$ cat config.mk
export PLATFORM = sky130hd
export DESIGN_NAME = tone_pwm_gen_flat
export DESIGN_NICKNAME = d
export VERILOG_FILES = /design/src/rtl/tone_pwm_if.sv /design/src/rtl/tone_pwm_gen.sv /design/src/flat_wrapper.sv
export SDC_FILE = /design/constraint.sdc
export NUM_CORES = 1
export LEC_CHECK = 0
export ABC_CLOCK_PERIOD_IN_PS = 5100
export CORE_AREA = 2 2 164 118
export CTS_CLUSTER_SIZE = 20
export DETAILED_ROUTE_END_ITERATION = 8
export DIE_AREA = 0 0 166 120
export PLACE_DENSITY = 0.73
export RECOVER_POWER = 25
export REMOVE_ABC_BUFFERS = 1
export SLEW_MARGIN = 25
export SYNTH_ARGS = -nofsm -noshare
export SYNTH_HDL_FRONTEND = slang
export SYNTH_SLANG_ARGS = --single-unit
$ cat constraint.sdc
create_clock -name clk -period 5.1 [get_ports clk]
set_input_delay 1.275 -clock clk [delete_from_list [all_inputs] [get_ports clk]]
set_output_delay 1.275 -clock clk [all_outputs]
set_load 0.005 [all_outputs]
$ cat src/rtl/tone_pwm_if.sv
// tone_pwm_if: note request/handshake bundle between a sequencer and tone_pwm_gen
interface tone_pwm_if #(
    parameter int CNT_W = 20,
    parameter int VOL_W = 3,
    parameter int DUR_W = 16
);
    logic [CNT_W-1:0] period;
    logic [VOL_W-1:0] vol;
    logic [DUR_W-1:0] duration_ms;
    logic start;
    logic stop;
    logic busy;
    logic done;
    logic sound;

    modport master (output period, vol, duration_ms, start, stop, input busy, done, sound);
    modport slave (input period, vol, duration_ms, start, stop, output busy, done, sound);
endinterface

$ cat src/rtl/tone_pwm_gen.sv
// tone_pwm_gen: plays one PWM-volume square-wave note for a programmable number of ms
module tone_pwm_gen #(
    parameter int CNT_W    = 20,
    parameter int VOL_W    = 3,
    parameter int DUR_W    = 16,
    parameter int TICK_DIV = 100000
) (
    input  logic       clk,
    input  logic       rst_n,
    tone_pwm_if.slave  tone
);
    typedef enum logic {IDLE, PLAY} state_t;
    localparam int PRE_W = TICK_DIV > 1 ? $clog2(TICK_DIV) : 1;
    localparam int PRD_W = CNT_W + VOL_W;
    state_t           state;
    logic [CNT_W-1:0] period_l, phase, t_on;
    logic [DUR_W-1:0] dur_l, ms_left;
    logic [PRE_W-1:0] prescaler;
    logic             busy, done, sound;
    logic [PRD_W-1:0] prod;
    logic             ms_tick, timeout;
    // High time is taken from the request inputs so it is ready on the first PLAY edge
    assign prod    = PRD_W'(tone.period >> 1) * (PRD_W'(tone.vol) + PRD_W'(1));
    assign ms_tick = prescaler == PRE_W'(TICK_DIV - 1);
    assign timeout = dur_l != '0 && ms_tick && ms_left == DUR_W'(1);
    assign tone.busy  = busy;
    assign tone.done  = done;
    assign tone.sound = sound;
    always_ff @(posedge clk or negedge rst_n) begin
        if (!rst_n) begin
            state     <= IDLE;
            period_l  <= '0;
            phase     <= '0;
            t_on      <= '0;
            dur_l     <= '0;
            ms_left   <= '0;
            prescaler <= '0;
            busy      <= 1'b0;
            done      <= 1'b0;
            sound     <= 1'b0;
        end else begin
            done <= 1'b0;
            if (state == IDLE) begin
                if (tone.start && !tone.stop) begin
                    period_l  <= tone.period;
                    t_on      <= CNT_W'(prod >> VOL_W);
                    dur_l     <= tone.duration_ms;
                    ms_left   <= tone.duration_ms;
                    phase     <= '0;
                    prescaler <= '0;
                    state     <= PLAY;
                    busy      <= 1'b1;
                end
                sound <= 1'b0;
            end else if (tone.stop || timeout) begin
                state <= IDLE;
                busy  <= 1'b0;
                sound <= 1'b0;
                done  <= 1'b1;
            end else begin
                // Periods below 2 encode a silent rest
                sound     <= period_l >= CNT_W'(2) && phase < t_on;
                phase     <= phase == period_l - CNT_W'(1) ? '0 : phase + CNT_W'(1);
                prescaler <= ms_tick ? '0 : prescaler + PRE_W'(1);
                if (ms_tick && dur_l != '0) ms_left <= ms_left - DUR_W'(1);
            end
        end
    end
endmodule
$ cat src/flat_wrapper.sv
// flat-port wrapper written by rule: the top's interface ports become plain ports
module tone_pwm_gen_flat 
#(
    parameter int CNT_W    = 20,
    parameter int VOL_W    = 3,
    parameter int DUR_W    = 16,
    parameter int TICK_DIV = 100000
)
  (clk, rst_n, tone_period, tone_vol, tone_duration_ms, tone_start, tone_stop, tone_busy, tone_done, tone_sound);
  tone_pwm_if #(.CNT_W(CNT_W), .VOL_W(VOL_W), .DUR_W(DUR_W)) tone_i ();
  input  logic clk;
  input  logic rst_n;
  input wire logic [$bits(tone_i.period)-1:0] tone_period;
  input wire logic [$bits(tone_i.vol)-1:0] tone_vol;
  input wire logic [$bits(tone_i.duration_ms)-1:0] tone_duration_ms;
  input wire logic [$bits(tone_i.start)-1:0] tone_start;
  input wire logic [$bits(tone_i.stop)-1:0] tone_stop;
  output wire logic [$bits(tone_i.busy)-1:0] tone_busy;
  output wire logic [$bits(tone_i.done)-1:0] tone_done;
  output wire logic [$bits(tone_i.sound)-1:0] tone_sound;
  assign tone_i.period = tone_period;
  assign tone_i.vol = tone_vol;
  assign tone_i.duration_ms = tone_duration_ms;
  assign tone_i.start = tone_start;
  assign tone_i.stop = tone_stop;
  assign tone_busy = tone_i.busy;
  assign tone_done = tone_i.done;
  assign tone_sound = tone_i.sound;
  tone_pwm_gen #(.CNT_W(CNT_W), .VOL_W(VOL_W), .DUR_W(DUR_W), .TICK_DIV(TICK_DIV)) u_core (.clk(clk), .rst_n(rst_n), .tone(tone_i));
endmodule
## Yosys cells after proc, flatten, opt, wreduce, memory -nomap -nowiden

Index checks and enable logic that the tools add are counted.

| storage, ports and cells | value |
|---|---|
| register bits | 113 |
| bits in latches | 0 |
| memory bits (writable) | 0 |
| ROM bits | 0 |
| input bits | 43 |
| output and inout bits | 3 |
| word-level logic and storage cells | 59 |
| memories kept | 0 |

| operators by class | value |
|---|---|
| $add $sub $neg | 5 |
| $mul | 1 |
| divide/modulo/power cells | 0 |
| magnitude comparators | 2 |
| equal/unequal tests | 6 |
| shift-type cells | 0 |
| mux-type cells | 22 |
| bitwise logic cells | 1 |
| reductions and logical operators | 12 |

Operators with widths:

| kind | number |
|---|---|
| $mux W20 | 4 |
| $mux W17 | 4 |
| $mux W16 | 4 |
| $mul A19 B23 Y23 | 1 |
| $add A20 B1 Y20 const B | 1 |
| $eq A20 B20 Y1 | 1 |
| $ge A20 B2 Y1 const B | 1 |
| $lt A20 B20 Y1 | 1 |
| $sub A20 B1 Y20 const B | 1 |
| $add A17 B1 Y17 const B | 1 |
| $eq A17 B17 Y1 const B | 1 |
| $eq A16 B1 Y1 const B | 1 |
| $reduce_bool A16 Y1 | 1 |
| $sub A16 B1 Y16 const B | 1 |
| $mux W1 | 10 |
| $ne A2 B2 Y1 const B | 3 |
| $reduce_and A2 Y1 | 3 |
| $add A3 B1 Y4 const B | 1 |
| $logic_and A1 B1 Y1 | 4 |
| $reduce_and A3 Y1 | 1 |
| $reduce_bool A2 Y1 | 1 |
| $logic_not A1 Y1 | 1 |
| $logic_or A1 B1 Y1 | 1 |
| $not A1 Y1 | 1 |

## Depth between registers and ports, before layout

Gate-level depths: netlist of run 1.

| depth | value |
|---|---|
| word-level depth | 6 |
| depth in mapped cells | 18 |

## Least setup slack after synthesis of run 1

Ideal clock, no wire load.

| timing | value |
|---|---|
| path type | input-to-reg |
| start point | input port tone_vol[0] |
| end point | register u_core.t_on[15] |
| data arrival time | 5053 ps |
| data required time | 4967 ps |
| slack | -86 ps |
| stages | 17 |
| path buffers | 3 |
| cells stage by stage | clkbuf_1 and3_1 clkbuf_1 clkbuf_1 nand2_1 fa_1 fa_1 inv_1 fa_1 a21o_1 a221oi_1 o31ai_1 nand2_1 nand2_1 o31ai_1 xor2_1 o21ai_0 |

| between the ends | value |
|---|---|
| longest elaborated chain between the ends | 2 |

RTL lines:

| item | line | RTL |
|---|---|---|
| start, declared | flat_wrapper.sv:14 | `input wire logic [$bits(tone_i.vol)-1:0] tone_vol;` |
| $add A3 B1 Y4 | tone_pwm_gen.sv:23 | `assign prod = PRD_W'(tone.period >> 1) * (PRD_W'(tone.vol) + PRD_W'(1));` |
| $mul A19 B23 Y23 | tone_pwm_gen.sv:23 |  |
| end signal, assigned | tone_pwm_gen.sv:46 | `t_on <= CNT_W'(prod >> VOL_W);` |
| end, declared | tone_pwm_gen.sv:16 | `logic [CNT_W-1:0] period_l, phase, t_on;` |

Every way passes these cells.
A chain may end at the register's enable or synchronous reset.

## Worst setup path after layout of run 1

| timing | value |
|---|---|
| start point | input port tone_vol[2] |
| end point | register u_core.t_on[18] |

Same word-level chain as after synthesis.

==> out/summary.txt, run 1 <==
DRT
-------------------------------------------------------------------------------------
Via total after detailed routing                                                 7826
DRC violation total after the first TritonRoute iteration                         659
Length of the first detailed-routing pass in iterations                             5
Wire length after detailed routing                                            21.4 mm
Count of nets left with antenna violations after detail routing                     0
Post-route DRC violation count                                                      0
Mean number of vias per cell                                                     5.55
WL/cell                                                                       15.2 um

SYNTHESIS
-------------------------------------------------------------------------------------
Netlist Area Pre-Place                                                       8830 um2
Most instantiated flip-flop cell in the synthesis netlist                     dfrtp_1
Cell taking the most area after synthesis                                     dfrtp_1
Async set-or-reset flop fraction in the synthesized netlist                      100%
Sequential share of the synthesized area                                        32.0%
Post-synth top area share                                                       32.0%
Synthesized area divided by synthesized cell count                           8.37 um2
Count of mapped cells out of synthesis                                           1055
Unique masters post-synth                                                          75
Number of flops mapped to enable cells by yosys                                     0
Cell types with the largest area share after synthesis                   dfrtp_1 (32%), fa_1 (7.7%), nand2_1 (7.6%)
Post-synthesis sequential element count                                           113
Total number of yosys warnings                                                      0

PLACE
-------------------------------------------------------------------------------------
Placed instance count                                                            1376
Placer's final routability congestion estimate                                  0.910
I/O Buffers                                                                        45
Detail Placement HPWL                                                         15.7 mm

FINISH
-------------------------------------------------------------------------------------
Number of nets in the layout                                                     1283
Most frequent cells in the layout                                        nand2_1 (177), dfrtp_1 (113), inv_1 (100), buf_4 (76), o21ai_0 (62)
Diode count                                                                         0
Ratio of cells with drive above 1 in the final layout                           12.5%
Post-synthesis to final-layout area growth                                      20.9%
Fill cell total of the finished layout                                           1612
Final Non-Filler Cells                                                           1410
Most common cell after layout, fill and taps aside                            nand2_1
Final core area utilization                                                     57.9%

CRITICAL PATH
-------------------------------------------------------------------------------------
Startpoint of the most critical register-to-register path                u_core.prescaler[13]
Capture point of the worst reg-to-reg path                               u_core.ms_left[8]
Data arrival time of the critical path                                        5.20 ns
Element type at the critical path start                                    input port
Worst Path Max Fanout                                                               7
Setup slack of the worst register-to-register path                            1.40 ns
Slowest cell on crit path                                                        fa_1
Most used cell along the critical path                                          buf_4
Reg2Reg Depth                                                                      10
Worst path max stage delay                                                    0.53 ns
Endpoint type of the worst setup path                                        register
CP required                                                                   5.36 ns
Type of the setup path with the least slack                                    in2reg
Cells along the critical path                                            clkdlybuf4s50_1, buf_4, xor2_4, buf_6, buf_4, and2_1, fa_1, inv_1, fa_1, inv_1, ha_1, buf_4, or2_2, a31oi_2, o21ai_0, a221oi_2, xor2_1, o21ai_0

MIN PATH
-------------------------------------------------------------------------------------
Source of the worst hold timing path                                     u_core.dur_l[2]
Min-Delay Path Depth                                                                2
Type of the most critical hold path                                           reg2reg
Hold-critical path endpoint                                              u_core.dur_l[2]

DIE
-------------------------------------------------------------------------------------
Number of primary I/O pins                                                         46
Die Y-Extent                                                                   120 um
Std-Cell Core Area                                                          18400 um2
Initial cell density of the core                                                47.9%
# rows                                                                             42
Die width                                                                      166 um
Die Area                                                                    19900 um2

CLOCKING
-------------------------------------------------------------------------------------
CTS HTree Levels                                                                    4
Master cell of the clock root buffer                                        clkbuf_16
Worst-skew pair later-pin latency                                             0.42 ns
Clock sinks                                                                       113
Hold buffer count at CTS                                                            0
Max clock buf depth                                                                 2
Clock buffer count from CTS                                                        17
TritonCTS clock tree                                                            built
Clock-pin slew of the registers on the worst-case setup and hold paths        0.06 ns

GRT
-------------------------------------------------------------------------------------
Overflow after GRT                                                                  0
Antenna violations before repair                                                    0
First-pass GRT wire length                                                    37.2 mm
Maximum number of pins on one net before global-route repair                       70
GR Util All Layers                                                              22.7%
Vias in the first global route                                                   7516

POWER AND IR DROP
-------------------------------------------------------------------------------------
Leakage power                                                              0.00505 uW
Share of total power in combinational logic                                     31.5%
Peak VDD IR                                                                  0.222 mV
Switching power total                                                         1190 uW
Relative contribution of the clock network to total power                       34.5%
Power per unit of standard cell area                                       332 nW/um2
Sequential cell fraction of total power                                         34.0%
Internal power summed over all cells                                          2350 uW
Proportion of total power due to net switching                                  33.7%

STA
-------------------------------------------------------------------------------------
Headroom to the max-slew limit                                                 -18.5%
Worst clock skew                                                            0.0134 ns
Clock period minus final worst setup slack                                    4.94 ns
# setup viols final                                                                 0
Slew at the pin closest to its max-slew limit                                 1.78 ns
Unrepaired setup endpoints after global routing                                    no
Achievable frequency                                                        0.202 GHz
Fraction of the cycle the final worst path needs                                96.9%
Total count of max-transition violations in the final report                       70
Final Hold Viols                                                                    0
Setup TNS                                                                        0 ns

FLOW RUN
-------------------------------------------------------------------------------------
Max-cap violations                                                                  1

OUTCOME
-------------------------------------------------------------------------------------
Violations in the final reports                                          max-capacitance violations, max-slew violations
Result of the run                                                        finished with violations

cell usage after synthesis, types with 3 or more instances:
cell        n
nand2_1   178
dfrtp_1   113
inv_1     101
o21ai_0    63
and2_1     51
ha_1       51
nor2_1     50
nand3_1    39
fa_1       34
a21oi_1    31
clkbuf_1   30
xor2_1     29
nor3_1     24
xnor2_1    22
nand2b_1   21
nand4_1    17
o31ai_1    17
a21o_1     15
a31oi_1    12
nor2b_1    12
and3_1     11
nor4_1     11
or3_1      11
o211ai_1    8
o22ai_1     8
a22oi_1     7
buf_2       5
o21a_1      5
or2_2       5
or4_1       4
a211o_1     3
a222oi_1    3
buf_4       3
nor4b_1     3
o21ai_1     3
cells by family after synthesis:
logic type / count (synthesis) / synth area share, %
adders and majority gates: 85 / 14.9
buffers and inverters: 144 / 6.49
muxes: 2 / 0.227
DFF: 113 / 32.0
xor gates and xnor gates: 51 / 5.06
and+or+nand+nor: 461 / 26.7
AOI/OAI and AO/OA: 199 / 14.5
cell type report:
| class | count | area (um2) | area share (%) |
|---|---|---|---|
| repair buffers | 122 | 1030 | 9.64 |
| well taps | 242 | 303 | 2.84 |
| inverters | 103 | 387 | 3.62 |
| clock inverters | 13 | 161 | 1.51 |
| flip-flops and latches | 113 | 2830 | 26.5 |
| clock buffers | 19 | 443 | 4.15 |
| multi-input cells | 798 | 5520 | 51.7 |
metrics by stage:
stage | area [um2] | setup WS [ns] | hold slack [ns] | power (uW)
after global placement | 9970 | -0.515 | 0.460 | 2260
after global routing | 10700 | 0.0174 | 0.490 | 3780
after CTS | 10600 | 0.00121 | 0.477 | 3530
final | 10700 | 0.156 | 0.476 | 3550
after floorplan | 8640 | -0.123 | 0.446 | 1880
after detailed placement | 9970 | -0.634 | 0.463 | 2290
worst max-delay path by stage:
stage	startpoint	to	slack, ns	depth (start not counted)
global route	tone_vol[2]	u_core.t_on[18]	0.02	18
global placement	tone_vol[0]	u_core.t_on[15]	-0.52	18
detailed placement	tone_vol[0]	u_core.t_on[15]	-0.63	18
CTS	tone_vol[1]	u_core.t_on[15]	0.001	18
floorplan	tone_vol[0]	u_core.t_on[15]	-0.12	15
finish	tone_vol[2]	u_core.t_on[18]	0.16	18
metal layers:
layer / share of wire (%) / track usage, % / vias to the layer above / wire length (um)
met5: 0 / 0 / - / 0
met3: 4.4 / 3.46 / 25 / 946
met2: 43 / 33.5 / 197 / 9130
met4: 1.2 / 5.49 / 0 / 256
met1: 52 / 35.0 / 3789 / 11100
li1: - / - / 3815 / -
power groups by stage:
stage / combinational, uW / clock [uW] / sequential [uW]
finish: 1120 / 1220 / 1210
global route: 1270 / 1280 / 1230
CTS: 1100 / 1230 / 1200
detailed placement: 1080 / 0 / 1210
global placement: 1050 / 0 / 1210
floorplan: 710 / 0 / 1170
critical path, delay by kind of cell:
kind,cells,cell delay [ns]
AO/OA/AOI/OAI,4,0.72
buffers and inverters,7,1.11
AND/OR/NAND/NOR,2,0.46
adder cells (fa/ha/maj),3,1.33
XOR/XNOR,2,0.34
timing repair:
item	in CTS	in global routing
pin swaps	7	11
gates resized for setup	7	16
setup buffers	1	0
endpoints found under the setup margin	7	10
cloned	1	0
hold endpoints to repair	0	0
flip-flops by register name (all words and copies together), names as in the netlist:
name,cells
u_core.phase,20
u_core.tone.busy,1
u_core.state,1
u_core.ms_left,16
u_core.prescaler,17
u_core.period_l,20
u_core.t_on,20
u_core.tone.sound,1
u_core.tone.done,1
u_core.dur_l,16
(Power assumes the default switching activity.)
==> inputs of run 2 (changes only) <==
--- a/config.mk
+++ b/config.mk
@@ -5,12 +5,12 @@
 export SDC_FILE = /design/constraint.sdc
 export NUM_CORES = 1
 export LEC_CHECK = 0
-export ABC_CLOCK_PERIOD_IN_PS = 5100
+export ABC_CLOCK_PERIOD_IN_PS = 4100
 export CORE_AREA = 2 2 164 118
 export CTS_CLUSTER_SIZE = 20
 export DETAILED_ROUTE_END_ITERATION = 8
 export DIE_AREA = 0 0 166 120
-export PLACE_DENSITY = 0.73
+export PLACE_DENSITY = 0.76
 export RECOVER_POWER = 25
 export REMOVE_ABC_BUFFERS = 1
 export SLEW_MARGIN = 25
==> constraint.sdc (replaced) <==
create_clock -name clk -period 4.1 [get_ports clk]
set_input_delay 1.025 -clock clk [delete_from_list [all_inputs] [get_ports clk]]
set_output_delay 1.025 -clock clk [all_outputs]
set_load 0.005 [all_outputs]
==> out/summary.txt, run 2 (synthesized netlist as in run 1, its figures left out) <==
DIE
-------------------------------------------------------------------------------------
Die Area                                                                    19900 um2
Std-Cell Core Area                                                          18400 um2
Die width                                                                      166 um
Initial cell density of the core                                                47.9%
Die Y-Extent                                                                   120 um
# rows                                                                             42
Number of primary I/O pins                                                         46

CLOCKING
-------------------------------------------------------------------------------------
Master cell of the clock root buffer                                        clkbuf_16
Clock sinks                                                                       113
Hold buffer count at CTS                                                            0
Clock buffer count from CTS                                                        17
CTS HTree Levels                                                                    4
Worst-skew pair later-pin latency                                             0.41 ns
Max clock buf depth                                                                 2
Clock-pin slew of the registers on the worst-case setup and hold paths        0.05 ns
TritonCTS clock tree                                                            built

OUTCOME
-------------------------------------------------------------------------------------
Violations in the final reports                                          max-capacitance violations, max-slew violations, negative setup slack
Result of the run                                                        finished with violations

GRT
-------------------------------------------------------------------------------------
GR Util All Layers                                                              23.0%
First-pass GRT wire length                                                    37.7 mm
Maximum number of pins on one net before global-route repair                       77
Vias in the first global route                                                   7641
Antenna violations before repair                                                    0
Overflow after GRT                                                                  0

DRT
-------------------------------------------------------------------------------------
Wire length after detailed routing                                            22.9 mm
WL/cell                                                                       15.9 um
Count of nets left with antenna violations after detail routing                     0
DRC violation total after the first TritonRoute iteration                         626
Via total after detailed routing                                                 8074
Length of the first detailed-routing pass in iterations                             5
Post-route DRC violation count                                                      0
Mean number of vias per cell                                                     5.63

FLOW RUN
-------------------------------------------------------------------------------------
Max-cap violations                                                                  1

FINISH
-------------------------------------------------------------------------------------
Largest regs                                                             u_core.period_l (20), u_core.phase (20), u_core.t_on (20)
Diode count                                                                         0
Ratio of cells with drive above 1 in the final layout                           18.5%
Most frequent cells in the layout                                        nand2_1 (176), dfrtp_1 (113), inv_1 (96), buf_4 (92)
Final Non-Filler Cells                                                           1434
Most common cell after layout, fill and taps aside                            nand2_1
Number of nets in the layout                                                     1307
Post-synthesis to final-layout area growth                                      26.9%

CRITICAL PATH
-------------------------------------------------------------------------------------
Endpoint type of the worst setup path                                        register
CP required                                                                   4.39 ns
Element type at the critical path start                                    input port
Data arrival time of the critical path                                        4.59 ns
Type of the setup path with the least slack                                    in2reg
Worst Path Max Fanout                                                               6

MIN PATH
-------------------------------------------------------------------------------------
Type of the most critical hold path                                           reg2reg

STA
-------------------------------------------------------------------------------------
Clock period minus final worst setup slack                                    4.30 ns
Total count of max-transition violations in the final report                       76
Fraction of the cycle the final worst path needs                                 105%
Worst clock skew                                                            0.0123 ns
Achievable frequency                                                        0.233 GHz
Headroom to the max-slew limit                                                 -26.2%
# setup viols final                                                                 8
Final Hold Viols                                                                    0
Final Hold Slack                                                             0.479 ns
Unrepaired setup endpoints after global routing                                   yes
Worst setup slack after layout                                              -0.200 ns
Slew at the pin closest to its max-slew limit                                 1.89 ns

PLACE
-------------------------------------------------------------------------------------
Detail Placement HPWL                                                         15.9 mm
Placed instance count                                                            1387
Placer's final routability congestion estimate                                  0.927
I/O Buffers                                                                        45

POWER AND IR DROP
-------------------------------------------------------------------------------------
Peak VDD IR                                                                  0.265 mV
Leakage power                                                              0.00521 uW
Sum of internal, switching and leakage power                                  4620 uW
Power per unit of standard cell area                                       413 nW/um2

-- run 2: final cells by class --
cell class	count	area, um2
timing repair buffer	146	1250
multi-input combinational	798	5830
clock buffer	18	439
fill	1476	7250
inverter	103	387
sequential	113	2830
clock inverter	14	164
tap	242	303
-- run 2: where the power goes --
part           switching [uW]  total [uW]  internal (uW)  leakage (uW)
combinational             846        1620            772       0.00347
clock                     543        1510            968      0.000292
sequential                193        1490           1300       0.00145
-- run 2: timing repair --
item                       4_1_cts  5_1_grt
resized for setup               82       34
pin swaps                       42       43
setup buffers                   11        4
cloned                           1        0
setup endpoints to repair       16       12
-- run 2: path summary, 6_finish.rpt --
kind                                         start             endpoint  slack (ns)  cells after the start
worst max-delay path                   tone_vol[0]      u_core.t_on[18]       -0.20                     16
worst min-delay path                u_core.t_on[5]       u_core.t_on[5]        0.48                      2
worst max register to register  u_core.period_l[0]     u_core.phase[15]        0.70                     11
worst min register to register      u_core.t_on[5]       u_core.t_on[5]        0.48                      2
max in group asynchronous                    rst_n  u_core.prescaler[7]        1.85                      1
min in group asynchronous                    rst_n   u_core.period_l[3]        1.15                      1
-- run 2: metrics by stage --
stage	area, um2	util (%)	TNS, ns	worst slack (ns)
2_1_floorplan	8640	-	-8.84	-0.873
3_3_place_gp	10100	54.6	-16.24	-1.22
3_5_place_dp	10100	54.6	-17.55	-1.28
4_1_cts	11000	59.8	-0.197	-0.0884
5_1_grt	11200	60.7	-1.77	-0.274
6_report	11200	60.7	-0.647	-0.200
-- run 2: layer usage --
layer	global-route usage [%]	vias to the layer above	share of wire, %
met2	35.9	237	46
met3	3.69	28	5.4
li1	-	3859	-
met5	0	-	0
met4	5.11	0	1.1
met1	33.8	3950	48
-- run 2: critical path: stages --
cell	delay, ns
buf_8	0.10
ha_4	0.17
xor2_4	0.15
buf_6	0.13
buf_6	0.12
and2_4	0.15
fa_1	0.47
fa_1	0.57
ha_4	0.21
a21o_1	0.20
a211o_1	0.35
a31oi_4	0.25
o21ai_2	0.11
a221oi_2	0.26
xor2_1	0.21
o21ai_1	0.10
==> inputs of run 3 (changes only) <==
--- a/config.mk
+++ b/config.mk
@@ -7,10 +7,12 @@
 export LEC_CHECK = 0
 export ABC_CLOCK_PERIOD_IN_PS = 4100
 export CORE_AREA = 2 2 164 118
+export CTS_CLUSTER_DIAMETER = 200
 export CTS_CLUSTER_SIZE = 20
 export DETAILED_ROUTE_END_ITERATION = 8
 export DIE_AREA = 0 0 166 120
-export PLACE_DENSITY = 0.76
+export DONT_BUFFER_PORTS = 1
+export PLACE_DENSITY = 0.73
 export RECOVER_POWER = 25
 export REMOVE_ABC_BUFFERS = 1
 export SLEW_MARGIN = 25
==> out/summary.txt, run 3 (synthesized netlist as in run 1, its figures left out) <==
GRT
-------------------------------------------------------------------------------------
First-pass GRT wire length                                                    37.1 mm
Maximum number of pins on one net before global-route repair                      114
Antenna violations before repair                                                    0
GR Util All Layers                                                              22.6%
Overflow after GRT                                                                  0
Vias in the first global route                                                   7431

STA
-------------------------------------------------------------------------------------
Worst setup slack after layout                                             -0.0495 ns
Worst clock skew                                                           0.00905 ns
Unrepaired setup endpoints after global routing                                   yes
Achievable frequency                                                        0.241 GHz
Final Hold Slack                                                             0.305 ns
# setup viols final                                                                 3
Final Hold Viols                                                                    0
Slew at the pin closest to its max-slew limit                                0.789 ns
Fraction of the cycle the final worst path needs                                 101%
Clock period minus final worst setup slack                                    4.15 ns
Total count of max-transition violations in the final report                        0
Setup TNS                                                                   -0.115 ns
Headroom to the max-slew limit                                                  46.6%

OUTCOME
-------------------------------------------------------------------------------------
Violations in the final reports                                          negative setup slack
Result of the run                                                        finished with violations

MIN PATH
-------------------------------------------------------------------------------------
Type of the most critical hold path                                          in2async

FINISH
-------------------------------------------------------------------------------------
Post-synthesis to final-layout area growth                                      18.9%
Ratio of cells with drive above 1 in the final layout                           16.6%
Most common cell after layout, fill and taps aside                            nand2_1
Number of nets in the layout                                                     1233
Final standard cell area without fillers                                    10500 um2
Diode count                                                                         0
Largest regs                                                             u_core.period_l (20), u_core.phase (20), u_core.t_on (20)
Most frequent cells in the layout                                        nand2_1 (173), dfrtp_1 (113), inv_1 (95), buf_4 (68), o21ai_0 (51)

CLOCKING
-------------------------------------------------------------------------------------
Clock buffer count from CTS                                                        17
Clock sinks                                                                       113
Max clock buf depth                                                                 2
CTS HTree Levels                                                                    4
Worst-skew pair later-pin latency                                             0.41 ns
Clock-pin slew of the registers on the worst-case setup and hold paths        0.06 ns
TritonCTS clock tree                                                            built
Hold buffer count at CTS                                                            0
Master cell of the clock root buffer                                        clkbuf_16

CRITICAL PATH
-------------------------------------------------------------------------------------
Type of the setup path with the least slack                                    in2reg
Element type at the critical path start                                    input port
CP required                                                                   4.36 ns
Data arrival time of the critical path                                        4.41 ns
Endpoint type of the worst setup path                                        register
Worst Path Max Fanout                                                              21

DRT
-------------------------------------------------------------------------------------
DRC violation total after the first TritonRoute iteration                         660
Wire length after detailed routing                                            22.2 mm
Mean number of vias per cell                                                     5.70
Via total after detailed routing                                                 7734
Length of the first detailed-routing pass in iterations                             5
Post-route DRC violation count                                                      0
Count of nets left with antenna violations after detail routing                     0
WL/cell                                                                       16.4 um

DIE
-------------------------------------------------------------------------------------
Die Area                                                                    19900 um2
Die Y-Extent                                                                   120 um
Number of primary I/O pins                                                         46
Die width                                                                      166 um
Std-Cell Core Area                                                          18400 um2
# rows                                                                             42
Initial cell density of the core                                                47.9%

POWER AND IR DROP
-------------------------------------------------------------------------------------
Leakage power                                                              0.00488 uW
Sum of internal, switching and leakage power                                  4540 uW
Peak VDD IR                                                                  0.222 mV
Power per unit of standard cell area                                       432 nW/um2

PLACE
-------------------------------------------------------------------------------------
Placement-stage worst setup slack                                           -0.816 ns
Placer's final routability congestion estimate                                  0.847
Area post-placement                                                          9440 um2
I/O Buffers                                                                         0
Detail Placement HPWL                                                         15.4 mm

FLOW RUN
-------------------------------------------------------------------------------------
Max-cap violations                                                                  0

run 3: cell types whose count changed in the layout (fill, tap and decap cells not counted), moves of 4 or more:
| cell | change |
|---|---|
| buf_4 | -24 |
| buf_6 | -5 |
| clkdlybuf4s50_1 | -39 |
| ha_1 | +5 |
| nand2_2 | +4 |
run 3: where the power goes:
part	leakage [uW]	switching, uW	total, uW	internal [uW]
logic	0.00313	773	1460	692
clock network	0.000298	530	1570	1040
registers	0.00145	202	1500	1300
total	0.00488	1500	4540	3030
run 3: worst paths after layout:
path	startpoint	slack [ns]	endpoint	cells past startpoint
hold reg to reg	u_core.dur_l[4]	0.48	u_core.dur_l[4]	2
max in group asynchronous	rst_n	3.62	u_core.phase[18]	0
setup / recovery	tone_vol[0]	-0.05	u_core.t_on[11]	16
hold / removal	rst_n	0.31	u_core.t_on[1]	0
setup reg to reg	u_core.period_l[0]	0.61	u_core.phase[9]	10
min in group clk	u_core.dur_l[4]	0.48	u_core.dur_l[4]	2
run 3: timing repair:
action / in CTS / in global routing
cloned: 1 / 0
pin swaps: 35 / 33
resized for setup: 41 / 50
setup endpoints to repair: 13 / 12
setup buffers: 5 / 3
run 3: cell type report:
type	count	area [um2]
timing repair buffer	72	556
fill	1554	7950
inverter	103	387
sequential	113	2830
multi-input combinational	798	5810
tap	242	303
clock inverter	10	159
clock buffer	20	457
run 3: layer usage:
layer / share of wire [%] / GRT usage, %
met1: 47 / 33.3
met2: 45 / 34.1
met3: 6.4 / 4.55
met4: 1.2 / 5.92
met5: 0 / 0
run 3: per-stage QoR:
stage | util (%) | std cells
6_report | 56.9 | 1358
5_1_grt | 56.9 | 1358
4_1_cts | 55.7 | 1356
3_5_place_dp | 51.2 | 1320
3_3_place_gp | 51.2 | 1320
2_1_floorplan | - | 1014
run 3: critical path, cell delays in order:
cell	delay, ns
ha_4	0.15
xor2_4	0.16
buf_6	0.14
and2_4	0.15
fa_1	0.47
inv_1	0.05
fa_1	0.52
inv_2	0.05
ha_4	0.22
a21o_1	0.22
a221oi_4	0.39
o31ai_4	0.15
buf_6	0.16
a31oi_2	0.21
xor2_1	0.21
o21ai_0	0.13
